## config.mk

```make
export PLATFORM = sky130hd
export DESIGN_NAME = mips_muldiv_flat
export DESIGN_NICKNAME = d
export VERILOG_FILES = /design/src/rtl/mips_muldiv_pkg.sv /design/src/rtl/mips_muldiv_if.sv /design/src/rtl/mips_muldiv_iter.sv /design/src/rtl/mips_muldiv.sv /design/src/flat_wrapper.sv
export SDC_FILE = /design/constraint.sdc
export NUM_CORES = 1
export LEC_CHECK = 0
export ABC_AREA = 1
export BUFFER_PORTS_ARGS = -buffer_cell sky130_fd_sc_hd__buf_2
export CORE_MARGIN = 2
export CORE_UTILIZATION = 40
export CTS_BUF_LIST = sky130_fd_sc_hd__clkbuf_16
export CTS_CLUSTER_SIZE = 40
export DETAILED_ROUTE_END_ITERATION = 8
export PLACE_DENSITY = 0.53
export REMOVE_ABC_BUFFERS = 1
export SLEW_MARGIN = 0
export SYNTH_ARGS = -nofsm -noshare
export SYNTH_HDL_FRONTEND = slang
export SYNTH_HIERARCHICAL = 1
export SYNTH_SLANG_ARGS = --single-unit
```

## constraint.sdc

```tcl
create_clock -name clk -period 2.9 [get_ports clk]
set_input_delay 0 -clock clk [delete_from_list [all_inputs] [get_ports clk]]
set_output_delay 0 -clock clk [all_outputs]
set_load 0.03 [all_outputs]
```

## src/rtl/mips_muldiv_pkg.sv

```systemverilog
// mips_muldiv_pkg: shared types for the multiply/divide unit.
//   muldiv_op_t    - 3-bit request opcode
//   muldiv_state_t - FSM state encoding (IDLE/RUN/FIX) as legacy localparams
//   op_is_*        - opcode class helpers
package mips_muldiv_pkg;

   typedef enum logic [2:0] {
      MD_MULT  = 3'd0,
      MD_MULTU = 3'd1,
      MD_DIV   = 3'd2,
      MD_DIVU  = 3'd3,
      MD_MTHI  = 3'd4,
      MD_MTLO  = 3'd5
   } muldiv_op_t;

   typedef logic [1:0] muldiv_state_t;

   localparam muldiv_state_t ST_IDLE = 2'd0;
   localparam muldiv_state_t ST_RUN  = 2'd1;
   localparam muldiv_state_t ST_FIX  = 2'd2;

   // Divide class (DIV/DIVU)
   function automatic logic op_is_div(input muldiv_op_t op);
      return (op == MD_DIV) || (op == MD_DIVU);
   endfunction

   // Signed class (MULT/DIV)
   function automatic logic op_is_signed(input muldiv_op_t op);
      return (op == MD_MULT) || (op == MD_DIV);
   endfunction

   // Iterative ops that occupy the unit
   function automatic logic op_is_iter(input muldiv_op_t op);
      return (op == MD_MULT) || (op == MD_MULTU) || (op == MD_DIV) || (op == MD_DIVU);
   endfunction

endpackage

```

## src/rtl/mips_muldiv_if.sv

```systemverilog
// mips_muldiv_if: request/response bundle between the core (master) and the
// multiply/divide unit (slave).
//   req_valid/req_op/req_a/req_b/flush : core -> unit
//   req_ready/busy/done/hi/lo          : unit -> core
interface mips_muldiv_if
   import mips_muldiv_pkg::*;
#(
   parameter int unsigned WIDTH = 32
);
   logic             req_valid;
   muldiv_op_t       req_op;
   logic [WIDTH-1:0] req_a;
   logic [WIDTH-1:0] req_b;
   logic             req_ready;
   logic             flush;
   logic             busy;
   logic             done;
   logic [WIDTH-1:0] hi;
   logic [WIDTH-1:0] lo;

   modport master (
      output req_valid, req_op, req_a, req_b, flush,
      input  req_ready, busy, done, hi, lo
   );

   modport slave (
      input  req_valid, req_op, req_a, req_b, flush,
      output req_ready, busy, done, hi, lo
   );
endinterface

```

## src/rtl/mips_muldiv_iter.sv

```systemverilog
// mips_muldiv_iter: one combinational step of the iterative datapath.
//   is_div_i           : 1 = restoring-divide step, 0 = shift/add multiply step
//   acc_i/acc_o        : multiply accumulator, or {remainder, dividend/quotient}
//   mcand_i/mcand_o    : shifted multiplicand, or divisor in the low half
//   mplier_i/mplier_o  : multiplier magnitude, shifted right each step
module mips_muldiv_iter #(
   parameter int unsigned WIDTH = 32
) (
   input  logic               is_div_i,
   input  logic [2*WIDTH-1:0] acc_i,
   input  logic [2*WIDTH-1:0] mcand_i,
   input  logic [WIDTH-1:0]   mplier_i,
   output logic [2*WIDTH-1:0] acc_o,
   output logic [2*WIDTH-1:0] mcand_o,
   output logic [WIDTH-1:0]   mplier_o
);

   logic [WIDTH:0]   partial;
   logic [WIDTH-1:0] diff;
   logic             ge;

   // Remainder shifted left with the next dividend bit brought in
   assign partial = {acc_i[2*WIDTH-1:WIDTH], acc_i[WIDTH-1]};
   assign ge      = partial >= {1'b0, mcand_i[WIDTH-1:0]};
   // Only used when ge, where the true difference always fits in WIDTH bits
   assign diff    = partial[WIDTH-1:0] - mcand_i[WIDTH-1:0];

   // Step select
   always_comb begin
      acc_o    = acc_i;
      mcand_o  = mcand_i;
      mplier_o = mplier_i;
      if (is_div_i) begin
         acc_o = {(ge ? diff : partial[WIDTH-1:0]), acc_i[WIDTH-2:0], ge};
      end else begin
         if (mplier_i[0]) begin
            acc_o = acc_i + mcand_i;
         end
         mcand_o  = mcand_i << 1;
         mplier_o = mplier_i >> 1;
      end
   end

endmodule

```

## src/rtl/mips_muldiv.sv

```systemverilog
// mips_muldiv: iterative MULT/MULTU/DIV/DIVU unit with HI/LO registers;
// MTHI/MTLO write HI/LO in a single cycle.
//   clk   : clock
//   rst_b : asynchronous active-low reset
//   bus   : mips_muldiv_if.slave (request, flush, ready/busy/done, hi/lo)
// Build option MULDIV_EARLY_OUT_EN: a multiply leaves RUN as soon as the
// remaining multiplier magnitude is zero (at least one RUN cycle).
module mips_muldiv
   import mips_muldiv_pkg::*;
#(
   parameter int unsigned WIDTH = 32
) (
   input logic         clk,
   input logic         rst_b,
   mips_muldiv_if.slave bus
);

   localparam int unsigned CNT_W = $clog2(WIDTH);

   muldiv_state_t      state_q, state_d;
   logic [CNT_W-1:0]   cnt_q, cnt_d;
   logic [2*WIDTH-1:0] acc_q, acc_d;
   logic [2*WIDTH-1:0] mcand_q, mcand_d;
   logic [WIDTH-1:0]   mplier_q, mplier_d;
   logic [WIDTH-1:0]   a_raw_q, a_raw_d;
   logic               is_div_q, is_div_d;
   logic               neg_res_q, neg_res_d;
   logic               neg_rem_q, neg_rem_d;
   logic               div0_q, div0_d;
   logic [WIDTH-1:0]   hi_q, hi_d;
   logic [WIDTH-1:0]   lo_q, lo_d;
   logic               done_q, done_d;
   logic               busy_q, busy_d;
   logic               ready_q, ready_d;

   logic [2*WIDTH-1:0] acc_nx, mcand_nx;
   logic [WIDTH-1:0]   mplier_nx;
   logic               a_neg, b_neg;
   logic [WIDTH-1:0]   a_mag, b_mag;
   logic [2*WIDTH-1:0] prod_fix;
   logic [WIDTH-1:0]   quo_fix, rem_fix;
   logic               run_last;

   mips_muldiv_iter #(.WIDTH(WIDTH)) u_iter (
      .is_div_i (is_div_q),
      .acc_i    (acc_q),
      .mcand_i  (mcand_q),
      .mplier_i (mplier_q),
      .acc_o    (acc_nx),
      .mcand_o  (mcand_nx),
      .mplier_o (mplier_nx)
   );

   // Operand magnitudes and sign flags at accept
   assign a_neg = op_is_signed(bus.req_op) & bus.req_a[WIDTH-1];
   assign b_neg = op_is_signed(bus.req_op) & bus.req_b[WIDTH-1];
   assign a_mag = a_neg ? -bus.req_a : bus.req_a;
   assign b_mag = b_neg ? -bus.req_b : bus.req_b;

   // Sign-corrected results for the FIX cycle
   assign prod_fix = neg_res_q ? -acc_q : acc_q;
   assign quo_fix  = neg_res_q ? -acc_q[WIDTH-1:0] : acc_q[WIDTH-1:0];
   assign rem_fix  = neg_rem_q ? -acc_q[2*WIDTH-1:WIDTH] : acc_q[2*WIDTH-1:WIDTH];

`ifdef MULDIV_EARLY_OUT_EN
   assign run_last = (cnt_q == '0) || (!is_div_q && (mplier_nx == '0));
`else
   assign run_last = (cnt_q == '0);
`endif

   // Next-state and datapath control
   always_comb begin
      state_d   = state_q;
      cnt_d     = cnt_q;
      acc_d     = acc_q;
      mcand_d   = mcand_q;
      mplier_d  = mplier_q;
      a_raw_d   = a_raw_q;
      is_div_d  = is_div_q;
      neg_res_d = neg_res_q;
      neg_rem_d = neg_rem_q;
      div0_d    = div0_q;
      hi_d      = hi_q;
      lo_d      = lo_q;
      done_d    = 1'b0;

      case (state_q)
         ST_IDLE: begin
            if (bus.req_valid && !bus.flush) begin
               if (bus.req_op == MD_MTHI) begin
                  hi_d = bus.req_a;
               end else if (bus.req_op == MD_MTLO) begin
                  lo_d = bus.req_a;
               end else if (op_is_iter(bus.req_op)) begin
                  state_d   = ST_RUN;
                  cnt_d     = CNT_W'(WIDTH - 1);
                  is_div_d  = op_is_div(bus.req_op);
                  neg_res_d = a_neg ^ b_neg;
                  neg_rem_d = a_neg;
                  div0_d    = op_is_div(bus.req_op) && (bus.req_b == '0);
                  a_raw_d   = bus.req_a;
                  if (op_is_div(bus.req_op)) begin
                     acc_d    = {{WIDTH{1'b0}}, a_mag};
                     mcand_d  = {{WIDTH{1'b0}}, b_mag};
                     mplier_d = '0;
                  end else begin
                     acc_d    = '0;
                     mcand_d  = {{WIDTH{1'b0}}, a_mag};
                     mplier_d = b_mag;
                  end
               end
            end
         end
         ST_RUN: begin
            if (bus.flush) begin
               state_d = ST_IDLE;
            end else begin
               acc_d    = acc_nx;
               mcand_d  = mcand_nx;
               mplier_d = mplier_nx;
               if (run_last) begin
                  state_d = ST_FIX;
               end else begin
                  cnt_d = cnt_q - CNT_W'(1);
               end
            end
         end
         ST_FIX: begin
            state_d = ST_IDLE;
            if (!bus.flush) begin
               done_d = 1'b1;
               if (!is_div_q) begin
                  {hi_d, lo_d} = prod_fix;
               end else if (div0_q) begin
                  hi_d = a_raw_q;
                  lo_d = {WIDTH{1'b1}};
               end else begin
                  hi_d = rem_fix;
                  lo_d = quo_fix;
               end
            end
         end
         default: state_d = ST_IDLE;
      endcase

      busy_d  = (state_d != ST_IDLE);
      ready_d = (state_d == ST_IDLE);
   end

   // State and output registers
   always_ff @(posedge clk or negedge rst_b) begin
      if (!rst_b) begin
         state_q   <= ST_IDLE;
         cnt_q     <= '0;
         acc_q     <= '0;
         mcand_q   <= '0;
         mplier_q  <= '0;
         a_raw_q   <= '0;
         is_div_q  <= 1'b0;
         neg_res_q <= 1'b0;
         neg_rem_q <= 1'b0;
         div0_q    <= 1'b0;
         hi_q      <= '0;
         lo_q      <= '0;
         done_q    <= 1'b0;
         busy_q    <= 1'b0;
         ready_q   <= 1'b1;
      end else begin
         state_q   <= state_d;
         cnt_q     <= cnt_d;
         acc_q     <= acc_d;
         mcand_q   <= mcand_d;
         mplier_q  <= mplier_d;
         a_raw_q   <= a_raw_d;
         is_div_q  <= is_div_d;
         neg_res_q <= neg_res_d;
         neg_rem_q <= neg_rem_d;
         div0_q    <= div0_d;
         hi_q      <= hi_d;
         lo_q      <= lo_d;
         done_q    <= done_d;
         busy_q    <= busy_d;
         ready_q   <= ready_d;
      end
   end

   assign bus.req_ready = ready_q;
   assign bus.busy      = busy_q;
   assign bus.done      = done_q;
   assign bus.hi        = hi_q;
   assign bus.lo        = lo_q;

endmodule

```

## src/flat_wrapper.sv

```systemverilog
// flat-port wrapper written by rule: the top's interface ports become plain ports
module mips_muldiv_flat import mips_muldiv_pkg::*;
#(
   parameter int unsigned WIDTH = 32
)
  (clk, rst_b, bus_req_valid, bus_req_op, bus_req_a, bus_req_b, bus_flush, bus_req_ready, bus_busy, bus_done, bus_hi, bus_lo);
  mips_muldiv_if #(.WIDTH(WIDTH)) bus_i ();
  input logic clk;
  input logic rst_b;
  input wire logic [$bits(bus_i.req_valid)-1:0] bus_req_valid;
  input wire logic [$bits(bus_i.req_op)-1:0] bus_req_op;
  input wire logic [$bits(bus_i.req_a)-1:0] bus_req_a;
  input wire logic [$bits(bus_i.req_b)-1:0] bus_req_b;
  input wire logic [$bits(bus_i.flush)-1:0] bus_flush;
  output wire logic [$bits(bus_i.req_ready)-1:0] bus_req_ready;
  output wire logic [$bits(bus_i.busy)-1:0] bus_busy;
  output wire logic [$bits(bus_i.done)-1:0] bus_done;
  output wire logic [$bits(bus_i.hi)-1:0] bus_hi;
  output wire logic [$bits(bus_i.lo)-1:0] bus_lo;
  assign bus_i.req_valid = bus_req_valid;
  assign bus_i.req_op = bus_req_op;
  assign bus_i.req_a = bus_req_a;
  assign bus_i.req_b = bus_req_b;
  assign bus_i.flush = bus_flush;
  assign bus_req_ready = bus_i.req_ready;
  assign bus_busy = bus_i.busy;
  assign bus_done = bus_i.done;
  assign bus_hi = bus_i.hi;
  assign bus_lo = bus_i.lo;
  mips_muldiv #(.WIDTH(WIDTH)) u_core (.clk(clk), .rst_b(rst_b), .bus(bus_i));
endmodule
```

==> results of run 1 <==
[per-layer routing]
layer / track usage, % / up-vias / routed length (µm)
met5: 0 / - / 13
met4: 14.8 / 2 / 6080
met3: 6.32 / 224 / 13300
met2: 54.6 / 1706 / 56900
met1: 56.4 / 15719 / 63400
li1: - / 16331 / -
[kinds of logic (layout without fill, tap and decap cells)]
| group | Yosys count | in the layout | synth area share, % |
|---|---|---|---|
| other | 0 | 1 | 0 |
| xor gates and xnor gates | 94 | 94 | 2.95 |
| adders and majority gates | 103 | 103 | 4.67 |
| DFF | 270 | 270 | 24.2 |
| AOI/OAI and AO/OA | 851 | 851 | 16.1 |
| buffers and inverters | 915 | 1282 | 12.7 |
| and+or+nand+nor | 2727 | 2727 | 39.4 |
[worst max-delay path by stage]
stage                            start          endpoint  cells past startpoint
CTS                    u_core/acc_q[0]  u_core/acc_q[40]                     16
floorplan              u_core/is_div_q  u_core/acc_q[22]                      5
finish                u_core/acc_q[54]  u_core/acc_q[58]                     16
global placement       u_core/acc_q[0]  u_core/acc_q[60]                     18
global route        u_core/mcand_q[12]   u_core/acc_q[0]                     17
detailed placement   u_core/mcand_q[6]  u_core/acc_q[34]                     16
[state kept, by name (all words and copies together), names as in the netlist]
name,count
u_core/a_raw_q,32
u_core/acc_q,64
u_core/bus.busy,1
u_core/bus.done,1
u_core/bus.hi,32
u_core/bus.lo,32
u_core/bus.req_ready,1
u_core/cnt_q,5
u_core/div0_q,1
u_core/is_div_q,1
u_core/mcand_q,64
u_core/mplier_q,32
u_core/neg_rem_q,1
u_core/neg_res_q,1
u_core/state_q,2
[report_power, final]
group          switching, mW  internal (mW)  total (mW)
clock network           2.01           2.63        4.64
registers              0.739           4.57        5.30
logic                   9.89           4.87        14.8
[layout make-up]
class / instances / area share [%]
diodes: 1 / 0.00746
clock buffers: 36 / 2.68
clock inverters: 27 / 0.787
inverters: 732 / 8.19
multi-input cells: 3775 / 53.4
flip-flops and latches: 270 / 20.2
well taps: 931 / 3.47
repair buffers: 487 / 11.3
[what timing repair did]
action / in CTS / in global routing
hold endpoints to repair: 364 / 0
resized for setup: 3 / 81
setup endpoints to repair: 24 / 46
cloned: 0 / 0
pin swaps: 0 / 3
buffers inserted: 0 / 3
hold buffers: 67 / 0
[stage by stage]
stage / std cells / util, % / setup TNS (ns)
6_report: 6259 / 48.8 / 0
3_3_place_gp: 6125 / 45.7 / -0.0220
2_1_floorplan: 4777 / - / -672.70
3_5_place_dp: 6125 / 45.7 / -1.28
5_1_grt: 6258 / 48.8 / -0.0454
4_1_cts: 6255 / 48.3 / 0
[critical path, stage by stage (launching register included)]
cell     delay, ns
dfrtp_1       0.54
ha_1          0.42
buf_4         0.16
nand2_1       0.05
inv_1         0.08
nand2_1       0.14
nor3_1        0.34
nand2_1       0.12
inv_1         0.07
a21oi_1       0.11
buf_4         0.17
nand3_1       0.08
nand3_1       0.08
nand2_1       0.10
nand2_1       0.06
nand3_1       0.09
o21ai_1       0.09
[placed cells by master, fill, tap and decap left out, types with 10 or more instances in the layout]
| master | n |
|---|---|
| inv_1 | 712 |
| nor2_4 | 10 |
| buf_4 | 260 |
| nand4_1 | 47 |
| inv_2 | 25 |
| a21oi_1 | 363 |
| buf_2 | 136 |
| dfrtp_2 | 16 |
| nand2_1 | 1707 |
| buf_12 | 23 |
| nand3_1 | 320 |
| nand2_2 | 19 |
| o21ai_1 | 87 |
| o211ai_1 | 16 |
| nor3_1 | 27 |
| xnor2_1 | 18 |
| ha_1 | 87 |
| nor2_1 | 530 |
| dfrtp_1 | 252 |
| dlygate4sd3_1 | 67 |
| o21ai_0 | 303 |
| nor2_2 | 15 |
| clkbuf_16 | 36 |
| a22oi_1 | 37 |
| xor2_1 | 76 |
| nand3b_1 | 12 |
==> impl_metrics.json, run 1 <==
{
  "hpwl_um": 112000,
  "dieArea_mm2": 0.0720,
  "yosys_warnings": 6,
  "root_buffer": "clkbuf_16",
  "worstPathArrival_ns": 3.30,
  "totalPowerFinal_mw": 24.7,
  "reg2reg_to": "u_core/acc_q[58]",
  "cp-start-kind": "flip-flop",
  "synth.largest_area_cell": "dfrtp_1",
  "gp_congestion": 1.06,
  "setup_viol": 0,
  "async_flop_share_pct": 100,
  "core_area_mm2": 0.0688,
  "synthTopCellsByArea": "dfrtp_1, nand2_1, inv_1, nor2_1, a21oi_1",
  "outcome": "finished clean",
  "syn_avg_cell_area_um2": 5.63,
  "drv_cap": 0,
  "crit_path_max_fanout": 5,
  "fillCellCount": 7500,
  "htree_levels": 2,
  "cts_tree": "yes",
  "grt_pass1_wl_um": 202000,
  "design_area_mm2": 0.0336,
  "grt_usage_pct": 38.1,
  "die_h_um": 268,
  "dr_total_vias": 33982,
  "cp.required_ns": 3.36,
  "vias_per_cell": 5.43,
  "syn_inst": 4960,
  "grt-ovfl-total": 0,
  "firstDrtPassIters": 6,
  "finClkSkew_ns": 0.0445,
  "drt-total-wl_um": 140000,
  "holdWs_ns": 0.0259,
  "critPathCaptureType": "flip-flop",
  "cts_buffer_depth": 3,
  "finalCriticalPeriod_ns": 2.84,
  "synth-seq-cells": 270,
  "r2r_slack_ns": 0.06,
  "grt_pass1_vias": 29944,
  "synth.most_common_cell": "nand2_1",
  "synth_common_cells": "nand2_1, inv_1, nor2_1, a21oi_1, nand3_1",
  "die_w_um": 268,
  "rows": 96,
  "seq_area_frac_synth_pct": 24.2,
  "drt-initial-drc-count": 4466,
  "worstRegToRegCells": 16,
  "peakVddDrop_mv": 0.495,
  "worst_pin_slew_ns": 0.974,
  "grt_max_degree": 158,
  "drc": 0,
  "grt_antenna_before_repair": 3,
  "hold_violations": 0,
  "power_leakage_nw": 18.0,
  "clock.fmax_mhz": 352,
  "powerDensity_mw_per_mm2": 736,
  "clk_pin_slew_ns": 0.07,
  "postPlaceCellArea_mm2": 0.0314,
  "setup_slack_ns": 0.0593,
  "finalNetCount": 5476,
  "pre_cts_slack_ns": -0.0994,
  "rsz0062_at_grt": "true",
  "ys_types": 55,
  "max_slew_margin_pct": 35.1,
  "period_share_pct": 98.0,
  "ant_nets": 0,
  "seqCellArea_mm2": 0.00678,
  "drive_above_1_share_pct": 11.2,
  "insertion_delay_ns": 0.60,
  "pin_count": 138,
  "clock-sinks": 270,
  "detail_route.wl_per_cell_um": 22.3,
  "hold_path_class": "in2async",
  "numCtsBuffers": 36,
  "portBuffers": 137,
  "synth_top_area_share_pct": 24.1,
  "reg2reg_from": "u_core/acc_q[54]",
  "synth_ff_type": "dfrtp_1",
  "path_class": "reg2reg",
  "drv_slew": 0,
  "synth_edf_count": 0,
  "syn_area_mm2": 0.0279,
  "syn_to_final_growth_pct": 20.1,
  "multi_input_area_mm2": 0.0179,
  "start_util_pct": 40.6
}
No activity file was read; power rests on OpenSTA's default activity.
==> run 2: changes to the inputs <==
- ABC_AREA: 1 -> default
- ABC_CLOCK_PERIOD_IN_PS: default -> 2900
==> impl_metrics.json, run 2 <==
{
  "outcome": "finished with violations",
  "violations": "setup timing",
  "dp.cells": 4508,
  "vias_per_cell": 5.98,
  "yosys_warnings": 6,
  "synth_top_area_share_pct": 27.9,
  "yosys.area_share.adder_pct": 5.41,
  "reg_top3": "u_core/acc_q x64, u_core/mcand_q x64",
  "firstDrtPassIters": 6,
  "setup_viol": 58,
  "cts_tree": "yes",
  "synth_compound_area_share_pct": 25.1,
  "grt_max_degree": 80,
  "worstPathArrival_ns": 4.01,
  "setup_slack_ns": -0.668,
  "hpwl_um": 86600,
  "cts_buffer_depth": 3,
  "numCtsBuffers": 37,
  "drt-total-wl_um": 116000,
  "synth-xor-area-share_pct": 6.98,
  "synth_common_cells": "nand2_1, a21oi_1, dfrtp_1, nor2_1, o21ai_0",
  "totalPowerFinal_mw": 35.2,
  "drive_above_1_share_pct": 31.1,
  "die_h_um": 249,
  "holdWs_ns": 0.0219,
  "tns_ns": -22.39,
  "detail_route.wl_per_cell_um": 24.7,
  "async_flop_share_pct": 100,
  "drc": 0,
  "clk_pin_slew_ns": 0.06,
  "grt-ovfl-total": 0,
  "design_area_mm2": 0.0337,
  "finalCriticalPeriod_ns": 3.57,
  "crit_path_max_fanout": 4,
  "drt-initial-drc-count": 2842,
  "synth.largest_area_cell": "dfrtp_1",
  "final_cells": 4683,
  "finalNetCount": 4054,
  "hold_violations": 0,
  "htree_levels": 2,
  "postPlaceCellArea_mm2": 0.0297,
  "fillCellCount": 5594,
  "clock-sinks": 270,
  "ys_types": 100,
  "synthTopCellsByArea": "dfrtp_1, nand2_1, a21oi_1, o21ai_0, ha_1",
  "clock.fmax_mhz": 280,
  "synth_simple_gate_area_share_pct": 24.5,
  "path_class": "reg2reg",
  "rsz0062_at_grt": "true",
  "synth_edf_count": 0,
  "path_cells": "buf_6, ha_4, fa_2, a21oi_2, o21ai_2, buf_4, a211o_1, a31oi_4, nor4_4, or2_4, a31o_2, xor2_1, mux2i_1, o21ai_0, a221oi_1, nor2_1",
  "ant_nets": 0,
  "grt_antenna_before_repair": 3,
  "hold_path_class": "in2async",
  "grt_pass1_wl_um": 171000,
  "portBuffers": 137,
  "final_cell_mix": "buf_4, nand2_1, dfrtp_1",
  "final_common_cell": "buf_4",
  "gp_congestion": 1.03,
  "max_slew_margin_pct": 15.5,
  "syn_area_mm2": 0.0241,
  "synth_mux_area_share_pct": 4.80,
  "grt_pass1_vias": 27085,
  "synth_top_family_by_area": "compound AO/OA/AOI/OAI gates",
  "peakVddDrop_mv": 0.459,
  "root_buffer": "clkbuf_16",
  "slowest_stage": "dfrtp_1",
  "pin_count": 138,
  "critPathCaptureType": "flip-flop",
  "syn_inst": 3210,
  "cp.required_ns": 3.35,
  "seq_area_frac_synth_pct": 28.0,
  "synth-seq-cells": 270,
  "cp-start-kind": "flip-flop",
  "core_area_mm2": 0.0592,
  "powerDensity_mw_per_mm2": 1050,
  "grt_usage_pct": 35.9,
  "insertion_delay_ns": 0.59,
  "finClkSkew_ns": 0.0343,
  "start_util_pct": 40.7,
  "power_leakage_nw": 15.8,
  "drv_cap": 0,
  "syn_to_final_growth_pct": 39.8,
  "rows": 89,
  "period_share_pct": 123,
  "syn_avg_cell_area_um2": 7.51,
  "drv_slew": 0,
  "dr_total_vias": 28001,
  "synth_ff_type": "dfrtp_1",
  "worst_pin_slew_ns": 1.26,
  "critPathMaxStageDelay_ns": 0.40,
  "die_w_um": 249,
  "dieArea_mm2": 0.0622,
  "synth.most_common_cell": "nand2_1"
}
[run 2: cell count changes after synthesis, moves of 45 or more]
cell	delta
a21o_1	+61
a21oi_1	-87
buf_2	-45
clkbuf_1	+93
inv_1	-630
mux2_2	+68
nand2_1	-1195
nand3_1	-192
nor2_1	-282
o21ai_1	-76
xnor2_1	+98
[run 2: critical path, delay by kind of cell (launching register included)]
family,cells,cell delay [ns]
compound gates,7,1.52
fa+ha+maj,2,0.51
simple gates,3,0.41
flops,1,0.40
buf+inv,2,0.30
xor+xnor,1,0.15
mux,1,0.12
[run 2: final timing paths]
| kind | from | to | slack [ns] | depth (start not counted) |
|---|---|---|---|---|
| worst max-delay path | u_core/mcand_q[0] | u_core/acc_q[30] | -0.67 | 16 |
| worst min-delay path | rst_b | u_core/bus.lo[10] | 0.02 | 2 |
| worst max register to register | u_core/mcand_q[0] | u_core/acc_q[30] | -0.67 | 16 |
| worst min register to register | u_core/a_raw_q[7] | u_core/a_raw_q[7] | 0.48 | 2 |
| max in group asynchronous | rst_b | u_core/mcand_q[54] | 1.89 | 3 |
| min in group clk | bus_req_op[0] | u_core/acc_q[31] | 0.03 | 4 |
[run 2: logic make-up (layout without fill, tap and decap cells)]
family | count (synthesis) | after routing
fa+ha+maj | 103 | 103
flops | 270 | 270
compound gates | 961 | 961
mux | 107 | 107
other cells | 0 | 1
simple gates | 1262 | 1262
buf+inv | 315 | 1014
xor+xnor | 192 | 192
[run 2: what timing repair did]
item	CTS	global route
pin swaps	105	122
gates cloned	4	1
gates resized for setup	188	187
setup buffers	26	30
hold buffers	54	0
endpoints found under the setup margin	64	77
endpoints found under the hold margin	304	0
[run 2: layout make-up]
| cell class | instances | area [µm²] | share of cell area [%] |
|---|---|---|---|
| Inverter | 82 | 325 | 0.966 |
| Sequential cell | 270 | 6770 | 20.1 |
| Timing Repair Buffer | 864 | 6730 | 20.0 |
| Clock buffer | 37 | 926 | 2.75 |
| Tap cell | 773 | 967 | 2.87 |
| Clock inverter | 31 | 349 | 1.04 |
| Multi-Input combinational cell | 2625 | 17600 | 52.3 |
| Antenna cell | 1 | 2.50 | 0.00743 |
[run 2: per-stage QoR]
stage               util, %  setup slack, ns
finish                 56.8           -0.668
global route           56.8           -0.786
CTS                    55.1           -0.628
detailed placement     50.1            -1.03
global placement       50.1            -1.01
floorplan                 -           -15.18
[run 2: power by group]
| group | switching (mW) | total, mW | internal, mW |
|---|---|---|---|
| logic | 13.5 | 24.1 | 10.6 |
| registers | 1.17 | 6.17 | 5.00 |
| clock network | 1.97 | 4.93 | 2.96 |
[run 2: layer usage]
metal	vias to the layer above	share of wire (%)	global-route usage, %
met4	0	4.5	14.2
met2	1242	43	54.9
met1	13650	44	50.6
li1	12913	-	-
met5	-	0	0
met3	196	8.0	5.80
